<file path="src/rtl/priority_drain_encoder.sv">
// priority_drain_encoder
// Captures a request vector and hands out the index of every set bit, one per
// valid/ready handshake, in priority order (highest index first by default,
// lowest index first with LSB_FIRST=1). Each emitted bit is cleared from the
// pending register until the vector is exhausted, then the block accepts the
// next vector. Index, last flag and remaining count are decoded from the
// registered pending bits only, so they stay stable while the consumer stalls.
module priority_drain_encoder #(
    parameter int WIDTH     = 8,
    parameter bit LSB_FIRST = 1'b0,
    localparam int IDX_W    = $clog2(WIDTH)
) (
    input  logic             clk,
    input  logic             rst,
    input  logic             flush,
    input  logic             in_valid,
    output logic             in_ready,
    input  logic [WIDTH-1:0] in_vec,
    output logic             out_valid,
    input  logic             out_ready,
    output logic [IDX_W-1:0] out_idx,
    output logic             out_last,
    output logic [IDX_W:0]   count,
    output logic             busy
);

    typedef enum logic [0:0] {
        IDLE  = 1'b0,
        DRAIN = 1'b1
    } state_t;

    state_t           state;
    state_t           state_next;
    logic [WIDTH-1:0] pending;
    logic [WIDTH-1:0] pending_next;

    // Decoded view of the pending register
    logic [IDX_W-1:0] sel_idx;
    logic [WIDTH-1:0] sel_mask;
    logic [IDX_W:0]   pop;

    // Number of bits still waiting to be emitted
    always_comb begin
        pop = '0;
        for (int i = 0; i < WIDTH; i++) begin
            pop = pop + (IDX_W+1)'(pending[i]);
        end
    end

    // Winning index: the scan runs towards the preferred end so the last hit wins
    always_comb begin
        sel_idx = '0;
        if (LSB_FIRST) begin
            for (int i = WIDTH - 1; i >= 0; i--) begin
                if (pending[i]) begin
                    sel_idx = IDX_W'(i);
                end
            end
        end else begin
            for (int i = 0; i < WIDTH; i++) begin
                if (pending[i]) begin
                    sel_idx = IDX_W'(i);
                end
            end
        end
        sel_mask = WIDTH'(1) << sel_idx;
    end

    // Next state, next pending value and all handshake-side outputs
    always_comb begin
        state_next   = state;
        pending_next = pending;
        in_ready     = 1'b0;
        out_valid    = 1'b0;
        out_idx      = '0;
        out_last     = 1'b0;
        count        = '0;
        busy         = 1'b0;

        case (state)
            IDLE: begin
                in_ready = 1'b1;
                if (in_valid) begin
                    // An all-zero vector is swallowed here and never reaches DRAIN
                    pending_next = in_vec;
                    if (in_vec != '0) begin
                        state_next = DRAIN;
                    end
                end
            end
            DRAIN: begin
                out_valid = 1'b1;
                busy      = 1'b1;
                out_idx   = sel_idx;
                count     = pop;
                out_last  = (pop == (IDX_W+1)'(1));
                if (out_ready) begin
                    pending_next = pending & ~sel_mask;
                    if (pop == (IDX_W+1)'(1)) begin
                        state_next = IDLE;
                    end
                end
            end
            default: begin
                state_next   = IDLE;
                pending_next = '0;
            end
        endcase

        // Abort wins over both a simultaneous accept and a simultaneous handshake
        if (flush) begin
            pending_next = '0;
            state_next   = IDLE;
        end
    end

    // State and pending register; reset clears both without waiting for a clock
    always_ff @(posedge clk or posedge rst) begin
        if (rst) begin
            state   <= IDLE;
            pending <= '0;
        end else begin
            state   <= state_next;
            pending <= pending_next;
        end
    end

endmodule

</file>
<file path="config.mk">
export PLATFORM = sky130hd
export DESIGN_NAME = priority_drain_encoder
export DESIGN_NICKNAME = d
export VERILOG_FILES = /design/src/rtl/priority_drain_encoder.sv
export SDC_FILE = /design/constraint.sdc
export NUM_CORES = 1
export LEC_CHECK = 0
export BUFFER_PORTS_ARGS = -buffer_cell sky130_fd_sc_hd__buf_2
export CORE_MARGIN = 5
export CORE_UTILIZATION = 45
export CTS_BUF_LIST = sky130_fd_sc_hd__clkbuf_2 sky130_fd_sc_hd__clkbuf_4 sky130_fd_sc_hd__clkbuf_8
export DETAILED_ROUTE_END_ITERATION = 16
export MAX_ROUTING_LAYER = met4
export PLACE_DENSITY = 0.83
export SETUP_SLACK_MARGIN = 0.4
export SLEW_MARGIN = 20
export SYNTH_ARGS = -nofsm -noshare
export SYNTH_HDL_FRONTEND = slang
export SYNTH_SLANG_ARGS = --single-unit
export TNS_END_PERCENT = 100
</file>
<file path="constraint.sdc">
create_clock -name clk -period 6.1 [get_ports clk]
set_clock_uncertainty 0.1 [all_clocks]
set_input_delay 0.61 -clock clk [delete_from_list [all_inputs] [get_ports clk]]
set_output_delay 0.61 -clock clk [all_outputs]
set_load 0.02 [all_outputs]
</file>
==> out/metrics.yaml <==
status:
  status: "complete, no violations"
cts:
  cts.repair.resized: 0
  clock_path_buffers: 2
  htree_levels: 1
  cts-root-buf: "clkbuf_4"
  clock-sinks: 9
  ctsHoldBuffers: 0
  cts_tree: "yes"
  cts_buffers: 3
  cts.clk_slew.worst_paths_ns: 0.06
  cts_setup_buffers: 0
  clock_latency_ns: 0.26
grt:
  gr-usage-all-layers_pct: 16.6
  grt_antenna_before_repair: 0
  grt_pass1_vias: 709
  grt_max_degree: 20
  grt_pass1_wl_um: 3290
  grt_overflow: 0
yosys:
  synth_area_sq_um: 801
  syn_area_per_cell_sq_um: 8.52
  ys_types: 34
  yosysSeqAreaShare_pct: 28.1
  ys_ff_latch: 9
  yosysWarningCount: 0
  synth_cells: 94
  synth_nets: 114
cells_and_area:
  nets: 137
  layout-drive-gt1-share_pct: 31.0
  areaGrowthSynthToFinish_pct: 17.8
  num_antenna_cells: 0
  finalInstanceArea_sq_um: 943
route:
  routed_wl_um: 1920
  drc: 0
  via_count: 733
  routed_via_density: 5.20
  drtAntennaViolNets: 0
  wl_per_cell_um: 13.6
  dr.pass1.iters: 4
  drtIter0Drc: 23
critical_path:
  cp-end-kind: "output pin"
  required_ns: 5.39
  worstPathMaxFanout: 3
  max_stage_delay_ns: 0.55
  crit_top_cell: "fa_1"
  arrival_ns: 3.44
  cp_top_family: "adder cells"
  crit_chain: "fa_1 -> inv_1 -> fa_1 -> fa_1 -> inv_1 -> ha_1 -> inv_1 -> fa_1 -> xnor2_2 -> nor3_2 -> buf_2"
  worstSetupStartpointType: "flip-flop"
  worst-setup-path-type: "flip-flop to output pin"
  cp_num_buf_inv: 4
  slowest_stage: "fa_1"
floorplanning:
  start_util_pct: 46.9
  rows: 15
  die_w_um: 52.2
  die_y_um: 52.2
  coreArea_sq_mm: 0.00171
  die_area_sq_mm: 0.00272
  pin_count: 24
sta:
  fin_setup_tns_ns: 0
  setup_viol: 0
  finalMaxSlewViolations: 0
  tightest_slew_ns: 0.603
  relSlewSlack_pct: 59.8
  rsz0062_at_grt: "no"
  period_needed_ns: 4.15
  max_freq_mhz: 241
  hold_viol_final: 0
  post-route-period-util_pct: 68.0
pwr:
  p_per_area_mw_per_mm2: 219
  power_leakage_uw: 0.000485
  vdd_drop_max_mv: 0.172
placement:
  port-buffer-count: 23
  place_hpwl_um: 1570
  gp_congestion: 0.853
  placed_area_sq_um: 913
hold_path:
  hold_class: "primary input to async pin"
job:
  cap_violations: 0
final cells by class:
cell class,instances,area [sq um]
Clock buffer,4,30.0
Fill cell,171,764
Inverter,14,52.6
Multi-Input combinational cell,66,489
Sequential cell,9,225
Tap cell,25,31.3
Timing Repair Buffer,23,115
final timing paths:
check                                  startpoint                endpoint  slack (ns)  depth (start not counted)
max                        pending[0]$_DFFE_PP0P_                out_last        1.95                         11
max in group asynchronous                     rst  pending[0]$_DFFE_PP0P_        5.44                          2
min in group clk                        out_ready         state$_DFF_PP0_        0.48                          2
min                                           rst  pending[4]$_DFFE_PP0P_        0.20                          2
min reg2reg                pending[6]$_DFFE_PP0P_  pending[6]$_DFFE_PP0P_        0.52                          2
max reg2reg                pending[0]$_DFFE_PP0P_         state$_DFF_PP0_        2.71                         11
report_power, final:
part           total, uW  internal [uW]  switching (uW)
sequential          74.2           64.2            10.0
combinational       82.1           33.4            48.7
clock               50.4           29.7            20.7
cells by family (layout without fill, tap and decap cells):
group | after synthesis | count (layout) | synth area share (%)
multiplexers | 3 | 3 | 3.75
AO/OA/AOI/OAI | 24 | 24 | 19.8
flip-flops | 9 | 9 | 28.1
adder cells (fa/ha/maj) | 7 | 7 | 14.7
AND/OR/NAND/NOR | 31 | 31 | 20.8
XOR/XNOR | 1 | 1 | 2.03
buffers and inverters | 19 | 41 | 10.8
sequential cells by signal, indices dropped and copies added (netlist names):
name / cells
pending: 8
state: 1
routing by layer:
layer,vias up,wire length [um],global-route usage (%)
met2,18,940,24.9
met5,-,0,-
li1,363,-,-
met3,2,142,5.70
met1,350,823,22.7
met4,0,9,1.28
synthesized netlist by cell type:
library cell	number	share of area [%]
inv_1	13	6.1
nor2_1	13	6.1
a21oi_1	9	5.6
dfrtp_1	9	28
nand2_1	5	2.3
fa_1	4	10
o21ai_0	4	2.5
a22oi_1	3	2.8
ha_1	3	4.7
mux2i_1	3	3.8
and2_1	2	1.6
buf_4	2	1.9
nand3_1	2	1.3
nor4_1	2	1.6
a2111oi_2	1	1.9
a211oi_1	1	0.94
a21o_1	1	0.94
a311oi_1	1	1.1
a31o_2	1	1.1
a31oi_1	1	0.78
and2_4	1	1.1
buf_1	1	0.47
buf_6	1	1.4
clkbuf_1	1	0.47
inv_2	1	0.47
nand2_2	1	0.78
nand2b_1	1	0.78
nor2b_1	1	0.78
nor2b_4	1	1.7
nor3_2	1	1.3
nor4_2	1	1.6
o211a_1	1	1.3
o211ai_1	1	0.94
xnor2_2	1	2.0
cells in the final DEF, fill, tap and decap left out, types with 3 or more instances in the layout:
| cell type | n |
|---|---|
| fa_1 | 4 |
| ha_1 | 3 |
| a21oi_1 | 9 |
| dfrtp_1 | 9 |
| clkbuf_4 | 4 |
| inv_1 | 13 |
| mux2i_1 | 3 |
| nor2_1 | 13 |
| nand2_1 | 5 |
| buf_2 | 23 |
| o21ai_0 | 4 |
| a22oi_1 | 3 |
per-stage QoR:
stage          util [%]  cells  hold WS (ns)  power (uW)  setup WS (ns)
2_1_floorplan         -     94         0.338         136           2.35
3_3_place_gp       53.5    137         0.488         155           2.31
3_5_place_dp       53.5    137         0.490         158           2.20
4_1_cts            55.2    141         0.209         209           1.93
5_1_grt            55.2    141         0.223         225           1.78
6_report           55.2    141         0.201         207           1.95
Power figures use the tool's default switching activity.
